**config.mk**
```make
export PLATFORM = sky130hd
export DESIGN_NAME = uart_rx_ctrl
export DESIGN_NICKNAME = d
export VERILOG_FILES = /design/src/rtl/uart_pkg.sv /design/src/rtl/uart_rx_sync.sv /design/src/rtl/uart_rx_ctrl.sv
export SDC_FILE = /design/constraint.sdc
export NUM_CORES = 1
export LEC_CHECK = 0
export ABC_AREA = 1
export CAP_MARGIN = 0
export CORE_MARGIN = 5
export CORE_UTILIZATION = 45
export CTS_CLUSTER_DIAMETER = 150
export DETAILED_ROUTE_END_ITERATION = 7
export PLACE_DENSITY = 0.65
export RECOVER_POWER = 50
export SETUP_SLACK_MARGIN = 0.15
export SLEW_MARGIN = 20
export SYNTH_ARGS = -nofsm -noshare
export SYNTH_HDL_FRONTEND = slang
export SYNTH_SLANG_ARGS = --single-unit
```
**constraint.sdc**
```tcl
create_clock -name bclkx8 -period 2.36 [get_ports bclkx8]
set_input_delay 0.236 -clock bclkx8 [delete_from_list [all_inputs] [get_ports bclkx8]]
set_output_delay 0.236 -clock bclkx8 [all_outputs]
set_load 0.03 [all_outputs]
```
**src/rtl/uart_pkg.sv**
```systemverilog
// Shared UART definitions: receiver state encoding, parity modes and the
// parity check helper. Intended for both the RX and the future TX controller.
package uart_pkg;

    typedef enum logic [2:0] {
        RX_IDLE   = 3'd0,
        RX_START  = 3'd1,
        RX_DATA   = 3'd2,
        RX_PARITY = 3'd3,
        RX_STOP   = 3'd4
    } rx_state_t;

    localparam int unsigned PARITY_NONE = 32'd0;
    localparam int unsigned PARITY_EVEN = 32'd1;
    localparam int unsigned PARITY_ODD  = 32'd2;

    // data_xor is the XOR of all payload bits; odd_mode selects odd parity.
    function automatic logic parity_mismatch(input logic data_xor,
                                             input logic par_bit,
                                             input logic odd_mode);
        return ((data_xor ^ par_bit) != odd_mode);
    endfunction

endpackage

```
**src/rtl/uart_rx_sync.sv**
```systemverilog
// Two-flop synchroniser for the raw rxd pin plus a falling-edge detector on
// the synchronised line. All flops reset to the idle (high) line level so a
// reset never fabricates a start edge.
module uart_rx_sync (
    input  logic bclkx8,
    input  logic rst,
    input  logic rxd,
    output logic rxd_s,
    output logic fall_det
);

    logic meta_q;
    logic sync_q;
    logic prev_q;

    // Synchronise rxd and keep one delayed copy for edge detection
    always_ff @(posedge bclkx8 or posedge rst) begin
        if (rst) begin
            meta_q <= 1'b1;
            sync_q <= 1'b1;
            prev_q <= 1'b1;
        end else begin
            meta_q <= rxd;
            sync_q <= meta_q;
            prev_q <= sync_q;
        end
    end

    assign rxd_s    = sync_q;
    assign fall_det = prev_q & ~sync_q;

endmodule

```
**src/rtl/uart_rx_ctrl.sv**
```systemverilog
// UART receive controller: start detection, mid-bit sampling, payload shift,
// optional parity, one or two checked stop bits and a valid/ready output
// register with overrun reporting. Runs entirely on the oversampled clock.
module uart_rx_ctrl
    import uart_pkg::*;
#(
    parameter int unsigned DATA_BITS   = 8,
    parameter int unsigned OVERSAMPLE  = 8,
    parameter int unsigned PARITY_MODE = 0,
    parameter int unsigned STOP_BITS   = 1
) (
    input  logic                 bclkx8,
    input  logic                 rst,
    input  logic                 rxd,
    output logic [DATA_BITS-1:0] rx_data,
    output logic                 rx_valid,
    input  logic                 rx_ready,
    output logic                 frame_err,
    output logic                 parity_err,
    output logic                 overrun_err,
    output logic                 busy
);

    localparam int unsigned CT1_W = $clog2(OVERSAMPLE);
    localparam int unsigned CT2_W = $clog2(DATA_BITS + 1);

    localparam logic [CT1_W-1:0] CT1_ZERO = {CT1_W{1'b0}};
    localparam logic [CT1_W-1:0] CT1_ONE  = CT1_W'(1);
    localparam logic [CT1_W-1:0] CT1_MID  = CT1_W'(OVERSAMPLE / 2 - 1);
    localparam logic [CT1_W-1:0] CT1_LAST = CT1_W'(OVERSAMPLE - 1);

    localparam logic [CT2_W-1:0] CT2_ZERO      = {CT2_W{1'b0}};
    localparam logic [CT2_W-1:0] CT2_ONE       = CT2_W'(1);
    localparam logic [CT2_W-1:0] CT2_DATA_LAST = CT2_W'(DATA_BITS - 1);
    localparam logic [CT2_W-1:0] CT2_STOP_LAST = CT2_W'(STOP_BITS - 1);

    localparam logic HAS_PARITY = (PARITY_MODE != PARITY_NONE) ? 1'b1 : 1'b0;
    localparam logic ODD_MODE   = (PARITY_MODE == PARITY_ODD)  ? 1'b1 : 1'b0;

    logic rxd_s;
    logic fall_det;

    rx_state_t            state_q,       state_d;
    logic [CT1_W-1:0]     ct1_q,         ct1_d;
    logic [CT2_W-1:0]     ct2_q,         ct2_d;
    logic [DATA_BITS-1:0] shift_q,       shift_d;
    logic                 par_err_q,     par_err_d;
    logic [DATA_BITS-1:0] rx_data_q,     rx_data_d;
    logic                 rx_valid_q,    rx_valid_d;
    logic                 frame_err_q,   frame_err_d;
    logic                 parity_err_q,  parity_err_d;
    logic                 overrun_err_q, overrun_err_d;
    logic                 busy_q,        busy_d;
    logic                 complete_s;
    logic                 bit_tick_s;

    uart_rx_sync u_sync (
        .bclkx8   (bclkx8),
        .rst      (rst),
        .rxd      (rxd),
        .rxd_s    (rxd_s),
        .fall_det (fall_det)
    );

    assign bit_tick_s = (ct1_q == CT1_LAST);

    // Next-state logic: frame FSM, counters, shift register and handshake
    always_comb begin
        state_d       = state_q;
        ct1_d         = ct1_q;
        ct2_d         = ct2_q;
        shift_d       = shift_q;
        par_err_d     = par_err_q;
        rx_data_d     = rx_data_q;
        rx_valid_d    = rx_valid_q;
        frame_err_d   = 1'b0;
        parity_err_d  = 1'b0;
        overrun_err_d = 1'b0;
        complete_s    = 1'b0;

        // Consumer handshake; a completion below may re-assert valid
        if (rx_valid_q && rx_ready) begin
            rx_valid_d = 1'b0;
        end else begin
            rx_valid_d = rx_valid_q;
        end

        case (state_q)
            RX_IDLE: begin
                ct1_d     = CT1_ZERO;
                ct2_d     = CT2_ZERO;
                par_err_d = 1'b0;
                if (fall_det) begin
                    state_d = RX_START;
                end else begin
                    state_d = RX_IDLE;
                end
            end

            RX_START: begin
                // Half-bit check both rejects glitches and aligns to mid-bit
                if (ct1_q == CT1_MID) begin
                    ct1_d = CT1_ZERO;
                    ct2_d = CT2_ZERO;
                    if (rxd_s) begin
                        state_d = RX_IDLE;
                    end else begin
                        state_d = RX_DATA;
                    end
                end else begin
                    ct1_d = ct1_q + CT1_ONE;
                end
            end

            RX_DATA: begin
                if (bit_tick_s) begin
                    shift_d = {rxd_s, shift_q[DATA_BITS-1:1]};
                    ct1_d   = CT1_ZERO;
                    if (ct2_q == CT2_DATA_LAST) begin
                        ct2_d   = CT2_ZERO;
                        state_d = HAS_PARITY ? RX_PARITY : RX_STOP;
                    end else begin
                        ct2_d = ct2_q + CT2_ONE;
                    end
                end else begin
                    ct1_d = ct1_q + CT1_ONE;
                end
            end

            RX_PARITY: begin
                if (bit_tick_s) begin
                    par_err_d = parity_mismatch(^shift_q, rxd_s, ODD_MODE);
                    ct1_d     = CT1_ZERO;
                    state_d   = RX_STOP;
                end else begin
                    ct1_d = ct1_q + CT1_ONE;
                end
            end

            RX_STOP: begin
                if (bit_tick_s) begin
                    ct1_d = CT1_ZERO;
                    if (!rxd_s) begin
                        frame_err_d = 1'b1;
                        state_d     = RX_IDLE;
                    end else if (ct2_q == CT2_STOP_LAST) begin
                        state_d = RX_IDLE;
                        if (par_err_q) begin
                            parity_err_d = 1'b1;
                        end else begin
                            complete_s = 1'b1;
                        end
                    end else begin
                        ct2_d = ct2_q + CT2_ONE;
                    end
                end else begin
                    ct1_d = ct1_q + CT1_ONE;
                end
            end

            default: begin
                state_d = RX_IDLE;
            end
        endcase

        // Load a completed word, or report it lost if the old one is still held
        if (complete_s) begin
            if (!rx_valid_q || rx_ready) begin
                rx_data_d  = shift_q;
                rx_valid_d = 1'b1;
            end else begin
                overrun_err_d = 1'b1;
            end
        end else begin
            rx_data_d = rx_data_q;
        end

        busy_d = (state_d != RX_IDLE);
    end

    // State and output registers
    always_ff @(posedge bclkx8 or posedge rst) begin
        if (rst) begin
            state_q       <= RX_IDLE;
            ct1_q         <= CT1_ZERO;
            ct2_q         <= CT2_ZERO;
            shift_q       <= {DATA_BITS{1'b0}};
            par_err_q     <= 1'b0;
            rx_data_q     <= {DATA_BITS{1'b0}};
            rx_valid_q    <= 1'b0;
            frame_err_q   <= 1'b0;
            parity_err_q  <= 1'b0;
            overrun_err_q <= 1'b0;
            busy_q        <= 1'b0;
        end else begin
            state_q       <= state_d;
            ct1_q         <= ct1_d;
            ct2_q         <= ct2_d;
            shift_q       <= shift_d;
            par_err_q     <= par_err_d;
            rx_data_q     <= rx_data_d;
            rx_valid_q    <= rx_valid_d;
            frame_err_q   <= frame_err_d;
            parity_err_q  <= parity_err_d;
            overrun_err_q <= overrun_err_d;
            busy_q        <= busy_d;
        end
    end

    assign rx_data     = rx_data_q;
    assign rx_valid    = rx_valid_q;
    assign frame_err   = frame_err_q;
    assign parity_err  = parity_err_q;
    assign overrun_err = overrun_err_q;
    assign busy        = busy_q;

endmodule

```
; Yosys cells after proc, flatten, opt, wreduce, memory -nomap -nowiden
; Index checks and enable logic that the tools add are counted.
[word_totals]
ff_bits = 35
input_bits = 4
word_cells = 87
output_inout_bits = 13
[classes]
bitwise_logic = 3
n_reduce_logical = 15
mux = 40
n_eq_ne = 13
add_sub_neg = 2
[ops]
columns = operator, count
row1 = 3-bit two-way mux, 9
row2 = 4-bit two-way mux, 6
row3 = 1-bit two-way mux, 20
row4 = 4-bit case mux with 4 select lines, 1
row5 = 3-bit case mux with 5 select lines, 1
row6 = "2-bit != test, second input constant", 5
row7 = "3-bit by 2-bit equality test with 1-bit output, second input constant", 3
row8 = 3-bit case mux with 3 select lines, 1
row9 = 8-bit XOR reduction, 1
row10 = "3-bit equality test, second input constant", 2
row11 = 2-bit AND reduction, 3
row12 = 6-bit AND reduction, 1
row13 = 3-bit nonzero test, 2
row14 = "4-bit by 1-bit adder with 4-bit output, second input constant", 1
row15 = "4-bit by 3-bit equality test with 1-bit output, second input constant", 1
row16 = 4-bit logical NOT, 1
row17 = 4-bit nonzero test, 1
row18 = "3-bit by 1-bit adder with 3-bit output, second input constant", 1
row19 = "3-bit by 1-bit equality test with 1-bit output, second input constant", 1
row20 = 3-bit logical NOT, 1
row21 = 3-bit OR reduction, 1
row22 = 2-bit two-way mux, 1
row23 = "2-bit by 1-bit != test with 1-bit output, second input constant", 1
row24 = 1-bit case mux with 2 select lines, 1
row25 = 7 further kinds, 7

; Logic depth before layout (Yosys ltp)
; Gate-level depths: netlist (run 1).
[depth]
depth_word = 6
ltp_mapped = 11
ltp_nobuf = 11

; By module
; Synthesis (run 1) repeated with hierarchy kept, for this count alone.
[hier_totals]
cells_unflattened = 232
area_unflattened_um2 = 1823.0
[modules_own_cells]
columns = module, seq_area_each_um2, area_per_inst_um2, cells_each, n_inst
row1 = uart_rx_ctrl, 800.8, 1730.4, 226, 1
row2 = uart_rx_sync, 78.8, 92.6, 6, 1

; Worst setup path after synthesis (run 1)
; OpenSTA, ideal clock, no wires.
[synth_timing]
kind = register to register
startpoint = reg ct1_q[0]
endpoint = reg rx_data_q[1] (netlist: rx_data[1])
setup_slack_ns = 0.715
period_less_slack_ns = 1.645
stages_incl_launch_ff = 11
n_path_buf = 1
t_required_ns = 2.242
t_arrival_ns = 1.527
cell_sequence = dfrtp_1 ha_1 ha_1 inv_1 nor2_1 nand3_4 nor2_4 nand2_4 buf_6 nand2_2 o21ai_2
[synth_between]
elab_chain_len = 4
[synth_lines]
columns = element, line_no
row1 = start: declaration, uart_rx_ctrl.sv:44  ; logic [CT1_W-1:0] ct1_q, ct1_d;
row2 = start signal: assignment, uart_rx_ctrl.sv:197  ; ct1_q <= ct1_d;
row3 = 3-bit equality test, uart_rx_ctrl.sv:65  ; assign bit_tick_s = (ct1_q == CT1_LAST);
row4 = 1-bit two-way mux, uart_rx_ctrl.sv:141  ; if (bit_tick_s) begin
row5 = 1-bit two-way mux, uart_rx_ctrl.sv:88  ; case (state_q)
row6 = 2-bit AND reduction (no line), n/a
row7 = end signal: assignment, uart_rx_ctrl.sv:189  ; rx_data_q <= {DATA_BITS{1'b0}};
row8 = end signal: assignment, uart_rx_ctrl.sv:201  ; rx_data_q <= rx_data_d;
row9 = end: declaration, uart_rx_ctrl.sv:48  ; logic [DATA_BITS-1:0] rx_data_q, rx_data_d;
; Every way passes these cells.
; A chain may end at the register's enable or synchronous reset.

; Worst setup path after layout (run 1)
[layout_timing]
startpoint = reg ct1_q[0]
endpoint = reg rx_data_q[2] (netlist: rx_data[2])
; Same word-level chain as after synthesis.

==> results of run 1 <==
[stage by stage]
stage / power [mW] / setup WS, ns
6_report: 1.53 / 0.581
5_1_grt: 1.64 / 0.408
4_1_cts: 1.55 / 0.575
3_5_place_dp: 1.06 / 0.591
3_3_place_gp: 1.06 / 0.654
2_1_floorplan: 0.966 / 0.715
[worst register-to-register path: cells and delay by family (launching register included)]
kind | cells | cell delay, ns
buffers and inverters | 1 | 0.12
flip-flops | 1 | 0.36
AND/OR/NAND/NOR | 5 | 0.70
adder cells (fa/ha/maj) | 2 | 0.42
AO/OA/AOI/OAI | 1 | 0.05
[metal layers]
| layer | wire [um] | global-route usage [%] | vias up |
|---|---|---|---|
| met5 | 0 | 0 | - |
| met4 | 42 | 6.26 | 0 |
| met3 | 140 | 5.12 | 4 |
| met2 | 1270 | 18.7 | 25 |
| met1 | 1520 | 18.8 | 577 |
| li1 | - | - | 690 |
[report_power, final]
group	switching, mW	internal (mW)	total (mW)	leakage [nW]
sequential	0.0546	0.659	0.713	0.469
combinational	0.212	0.121	0.333	0.475
clock	0.215	0.265	0.481	0.0505
total	0.482	1.05	1.53	0.995
[layout by cell type (no fill, tap or decap)]
master            n
xnor2_1           2
clkbuf_8          7
o21ai_0          12
nor3_1            3
clkinvlp_4        1
clkdlybuf4s50_1  14
nand3b_1          1
clkbuf_2          1
o21ai_2           7
nand2_4           1
xor2_1            2
nand3_4           1
nand3_1          13
o21ai_1           2
a21oi_1           7
dfstp_2           2
o211ai_1          1
dfstp_1           1
buf_4             1
dlygate4sd3_1     2
inv_1            33
nor2_2            3
nor2_4            1
nor2_1           14
nand2_1          58
dfrtp_1          32
nand2_2           3
clkinv_2          1
ha_1              6
[final cells by class]
class	count	share of cell area (%)
clock buffers	7	4.67
clock inverters	1	0.364
inverters	34	6.24
multi-input cells	137	34.8
flip-flops and latches	35	42.6
well taps	48	2.91
repair buffers	18	8.36
[registers in the layout, indices dropped and copies added (netlist names)]
name and count:
busy 1, ct1_q 3, ct2_q 4, frame_err 1, overrun_err 1, par_err_q 1, parity_err 1, rx_data 8
rx_valid 1, shift_q 8, state_q 3, u_sync.meta_q 1, u_sync.prev_q 1, u_sync.rxd_s 1
[worst min-delay path by stage]
stage / start / end / slack, ns
after floorplan: rxd / u_sync.meta_q / 0.24
after global routing: u_sync.meta_q / u_sync.rxd_s / 0.38
after detailed placement: u_sync.meta_q / u_sync.rxd_s / 0.35
after CTS: rxd / u_sync.meta_q / 0.34
after global placement: u_sync.meta_q / u_sync.rxd_s / 0.35
final: u_sync.meta_q / u_sync.rxd_s / 0.37
[cell families (layout without fill, tap and decap cells)]
logic type	count (synthesis)	count (layout)
xor+xnor	4	4
simple gates	98	98
buf+inv	36	60
fa+ha+maj	6	6
compound gates	29	29
flops	35	35
==> results.py, run 1 <==
metrics = {
    "outcome": {
        "status": "finished, final reports clean",
    },
    "worst_setup_path": {
        "required_ns": 2.53,
        "cp_cell_sequence": "ha_1 -> ha_1 -> inv_1 -> nor2_1 -> nand3_4 -> nor2_4 -> nand2_4 -> nand2_1 -> o21ai_2",
        "path_buf_inv": 1,
        "critPathMaxFanout": 15,
        "reg2reg_setup_slack_ns": 0.58,
        "startpoint": "ct1_q[0]",
        "arrival_ns": 1.95,
        "reg2reg_depth": 9,
        "cp_common_cell": "ha_1",
        "reg2reg_from": "ct1_q[0]",
        "worstSetupEndpointType": "flop",
        "crit_slowest_cell": "dfrtp_1",
        "endpoint": "rx_data[2]",
        "worst-path-stages": 9,
        "slowest_delay_ns": 0.36,
        "cp-start-kind": "flop",
        "path_class": "flop to flop",
        "crit_family": "simple AND/OR/NAND/NOR gates",
        "r2r_end": "rx_data[2]",
    },
    "synth": {
        "synth_compound_area_share_pct": 9.97,
        "synth_top_cells_by_area": "dfrtp_1 46%, nand2_1 12%, inv_1 7.1%",
        "async_flop_share_pct": 100,
        "synth_fp_nets": 218,
        "synthFlopType": "dfrtp_1",
        "synth_top_cell_by_area": "dfrtp_1",
        "synth-xor-area-share_pct": 2.01,
        "yosys.cell_types.count": 24,
        "yosysTopAreaCellShare_pct": 45.9,
        "synthMostInstantiatedCell": "nand2_1",
        "yosys_warnings": 0,
        "synthMuxAreaShare_pct": 0,
        "synthSimpleGateAreaFrac_pct": 25.0,
        "synth_top_family_by_area": "simple AND/OR/NAND/NOR gates",
        "yosysSeqAreaShare_pct": 50.4,
        "synth_commonest_cells": "58 x nand2_1, 33 x inv_1, 32 x dfrtp_1, 14 x nor2_1, 13 x nand3_1",
        "synth_edf_count": 0,
        "syn_area_um2": 1740,
        "avgSynthCellArea_um2": 8.39,
        "syn_inst": 208,
        "ys_ff_latch": 35,
        "synth_adder_area_share_pct": 4.30,
    },
    "final_layout": {
        "final_area_um2": 2060,
        "synthToLayoutAreaGrowth_pct": 18.4,
        "layout.area.seq_um2": 880,
        "post-route-util_pct": 55.6,
        "multiInputGateArea_um2": 719,
        "fillers": 351,
        "drive_gt1_share_pct": 12.5,
        "final_cells": 280,
        "nets": 241,
        "antenna_cells": 0,
    },
    "route": {
        "dr.pass1.iters": 4,
        "drtIter0Drc": 78,
        "ant_nets": 0,
        "wl_mm": 2.98,
        "viasPerCell": 4.63,
        "drc": 0,
        "via_count": 1296,
        "avgRoutedWirePerCell_um": 10.6,
    },
    "timing": {
        "hold_violations": 0,
        "layout_min_cycle_time_ns": 1.78,
        "tightest_slew_ns": 0.831,
        "setup-tns-final_ns": 0,
        "rsz0062_at_grt": "false",
        "drv_slew": 0,
        "holdWs_ns": 0.365,
        "max_freq_ghz": 0.562,
        "setup_viol": 0,
        "fin_skew_ns": 0.00545,
        "slew_headroom_pct": 44.6,
        "fin_crit_sh_pct": 75.4,
    },
    "run": {
        "maxCapViolations": 0,
    },
    "grt": {
        "antenna_found_initial": 0,
        "grt_pass1_wl_mm": 5.42,
        "grt_max_degree": 36,
        "grt_usage_pct": 13.6,
        "overflow": 0,
        "grt_pass1_vias": 1231,
    },
    "clock_network": {
        "clk_latency_ns": 0.29,
        "hold_buffers": 0,
        "cts.clk_slew.worst_paths_ns": 0.07,
        "ctsResizeCount": 0,
        "htree_levels": 2,
        "cts_sinks": 35,
        "max-clock-path-buffers": 2,
        "postCtsSetupRepairBufs": 0,
        "ctsRootBufferMaster": "clkbuf_8",
        "cts_buffers": 5,
        "cts_tree": "done",
    },
    "pwr": {
        "vdd_drop_max_uv": 576,
        "power_density_nw_per_um2": 740,
        "p_leak_nw": 0.995,
    },
    "die": {
        "die_width_um": 72.3,
        "num_rows": 22,
        "initial_core_util_pct": 46.9,
        "die_h_um": 72.3,
        "core-area_um2": 3720,
        "ios": 17,
        "design.die.area_um2": 5220,
    },
    "placed_design": {
        "place_area_um2": 1960,
        "io_buffers": 16,
        "gp_congestion": 0.853,
        "post-dp-hpwl_mm": 2.20,
        "placed_cells": 272,
    },
    "min_path": {
        "hold_depth": 0,
        "hp-class": "flop to flop",
    },
}
Power figures use the tool's default switching activity.
==> run 2: changes to the inputs <==
- clock period: 2.36 -> 1.7 ns (I/O delays scaled with it)
==> run 2 against run 1 <==
Net effect: non-clock buffer count increased by 7; sequential power rose by 40%; final area increased by 6.2%; clock power is 19% higher; first-iteration DRC count grew 40%; global-route usage increased by 1.4 points; sequential cell count unchanged; combinational power grew 82%; routed wire length rose by 18%; core utilization rose by 3.4 points; total power rose by 43%.
==> results.py, run 2 (same netlist as run 1, synthesis figures left out) <==
metrics = {
    "outcome": {
        "status": "finished, final reports clean",
    },
    "worst_setup_path": {
        "arrival_ns": 1.73,
        "r2r_end": "rx_data[4]",
        "critPathMaxFanout": 8,
        "reg2reg_depth": 8,
        "reg2reg_setup_slack_ns": 0.14,
        "startpoint": "state_q[0]",
        "required_ns": 1.87,
        "cp-start-kind": "flop",
        "endpoint": "rx_data[4]",
        "path_class": "flop to flop",
        "reg2reg_from": "state_q[0]",
        "worstSetupEndpointType": "flop",
    },
    "timing": {
        "fin_crit_sh_pct": 91.8,
        "hold_violations": 0,
        "rsz0062_at_grt": "true",
        "max_freq_ghz": 0.641,
        "tightest_slew_ns": 0.870,
        "drv_slew": 0,
        "setup-tns-final_ns": 0,
        "fin_skew_ns": 0.00912,
        "setup_viol": 0,
        "slew_headroom_pct": 42.0,
        "holdWs_ns": 0.362,
        "layout_min_cycle_time_ns": 1.56,
    },
    "clock_network": {
        "htree_levels": 2,
        "cts.clk_slew.worst_paths_ns": 0.06,
        "max-clock-path-buffers": 2,
        "cts_tree": "done",
        "cts_buffers": 5,
        "ctsRootBufferMaster": "clkbuf_8",
        "cts_sinks": 35,
        "clk_latency_ns": 0.29,
    },
    "min_path": {
        "hp-class": "flop to flop",
        "hold_path_startpoint": "u_sync.meta_q",
    },
    "route": {
        "drc": 0,
        "via_count": 1400,
        "viasPerCell": 4.86,
        "drtIter0Drc": 109,
        "wl_mm": 3.52,
        "dr.pass1.iters": 4,
        "avgRoutedWirePerCell_um": 12.2,
        "ant_nets": 0,
    },
    "die": {
        "num_rows": 22,
        "die_width_um": 72.3,
        "core-area_um2": 3720,
        "die_h_um": 72.3,
        "design.die.area_um2": 5220,
        "ios": 17,
        "initial_core_util_pct": 46.9,
    },
    "pwr": {
        "swShare_pct": 33.0,
        "power_density_nw_per_um2": 994,
        "power_frac_clock_pct": 26.2,
        "comb_power_share_pct": 27.9,
        "p_seq_share_pct": 45.9,
        "power_mw": 2.18,
        "p_int_mw": 1.46,
        "p_leak_nw": 1.03,
        "p_sw_uw": 720,
        "vdd_drop_max_uv": 601,
    },
    "final_layout": {
        "synthToLayoutAreaGrowth_pct": 25.7,
        "final_cell_mix": "55 x nand2_1, 31 x dfrtp_1, 29 x inv_1",
        "mostFrequentLayoutCell": "nand2_1",
        "antenna_cells": 0,
        "drive_gt1_share_pct": 20.0,
        "nets": 249,
        "final_cells": 288,
        "fillers": 338,
    },
    "grt": {
        "grt_pass1_wl_mm": 5.95,
        "grt_max_degree": 36,
        "grt_usage_pct": 15.0,
        "antenna_found_initial": 0,
        "overflow": 0,
        "grt_pass1_vias": 1321,
    },
    "placed_design": {
        "io_buffers": 16,
        "post-dp-hpwl_mm": 2.17,
        "gp_congestion": 0.839,
        "placed_cells": 272,
    },
    "run": {
        "maxCapViolations": 0,
    },
}
[run 2: cell types whose count changed in the layout (fill, tap and decap cells not counted), moves of 2 or more]
cell / before / now
clkbuf_1: 0 / 4
ha_1: 6 / 3
clkbuf_8: 7 / 5
nand2_2: 3 / 6
buf_4: 1 / 7
inv_1: 33 / 29
nand2_1: 58 / 55
inv_2: 0 / 3
ha_4: 0 / 3
nor2_4: 1 / 3
[run 2: metal layers]
metal | share of wire (%) | wire length, um | GRT usage [%]
met5 | 0 | 0 | 0
met3 | 4.1 | 145 | 4.57
met1 | 50 | 1750 | 20.7
met2 | 44 | 1560 | 21.7
met4 | 1.9 | 66 | 6.26
[run 2: worst min-delay path by stage]
stage	end	cells after the start
final	u_sync.rxd_s	0
after global routing	u_sync.rxd_s	0
after CTS	ct2_q[3]	3
after detailed placement	u_sync.rxd_s	0
after global placement	u_sync.rxd_s	0
after floorplan	u_sync.meta_q	0
[run 2: layout make-up]
type,instances,area [um2],share of cell area [%]
timing repair buffer,25,223,10.2
multi-input combinational,138,815,37.2
sequential,35,881,40.2
clock buffer,8,80.1,3.65
tap,48,60.1,2.74
inverter,34,134,6.11
[run 2: worst max-delay path, stage by stage, from the launching register on]
cell      delay [ns]
dfrtp_2         0.44
nor2_2          0.15
nand2_2         0.14
clkinv_2        0.11
nand3_4         0.09
nor2_4          0.25
nand2_8         0.12
nand2_1         0.10
o21ai_2         0.05
[run 2: power groups by stage]
stage,clock (mW),sequential [mW],combinational [mW]
3_3_place_gp,0,1.00,0.470
6_report,0.572,1.00,0.607
2_1_floorplan,0,1.02,0.333
5_1_grt,0.631,1.01,0.699
3_5_place_dp,0,1.01,0.475
4_1_cts,0.595,0.992,0.554
[run 2: timing repair]
action | CTS | global route
setup endpoints to repair | 12 | 17
hold buffers | 0 | 0
pin swaps | 4 | 6
gates cloned | 1 | 0
resized for setup | 6 | 14
buffers inserted | 5 | 2
[run 2: through the flow]
stage / instance area, um2 / setup WS (ns) / utilization [%]
final: 2190 / 0.139 / 59.0
after global routing: 2190 / 0.0401 / 59.0
after CTS: 2160 / 0.153 / 58.1
after detailed placement: 1990 / 0.0869 / 53.6
after global placement: 1990 / 0.105 / 53.6
after floorplan: 1760 / 0.175 / -
==> run 3: changes to the inputs <==
- CAP_MARGIN: 0 -> 10
==> results of run 3 <==
No change in the layout: final DEF, timing and power equal those of run 2.
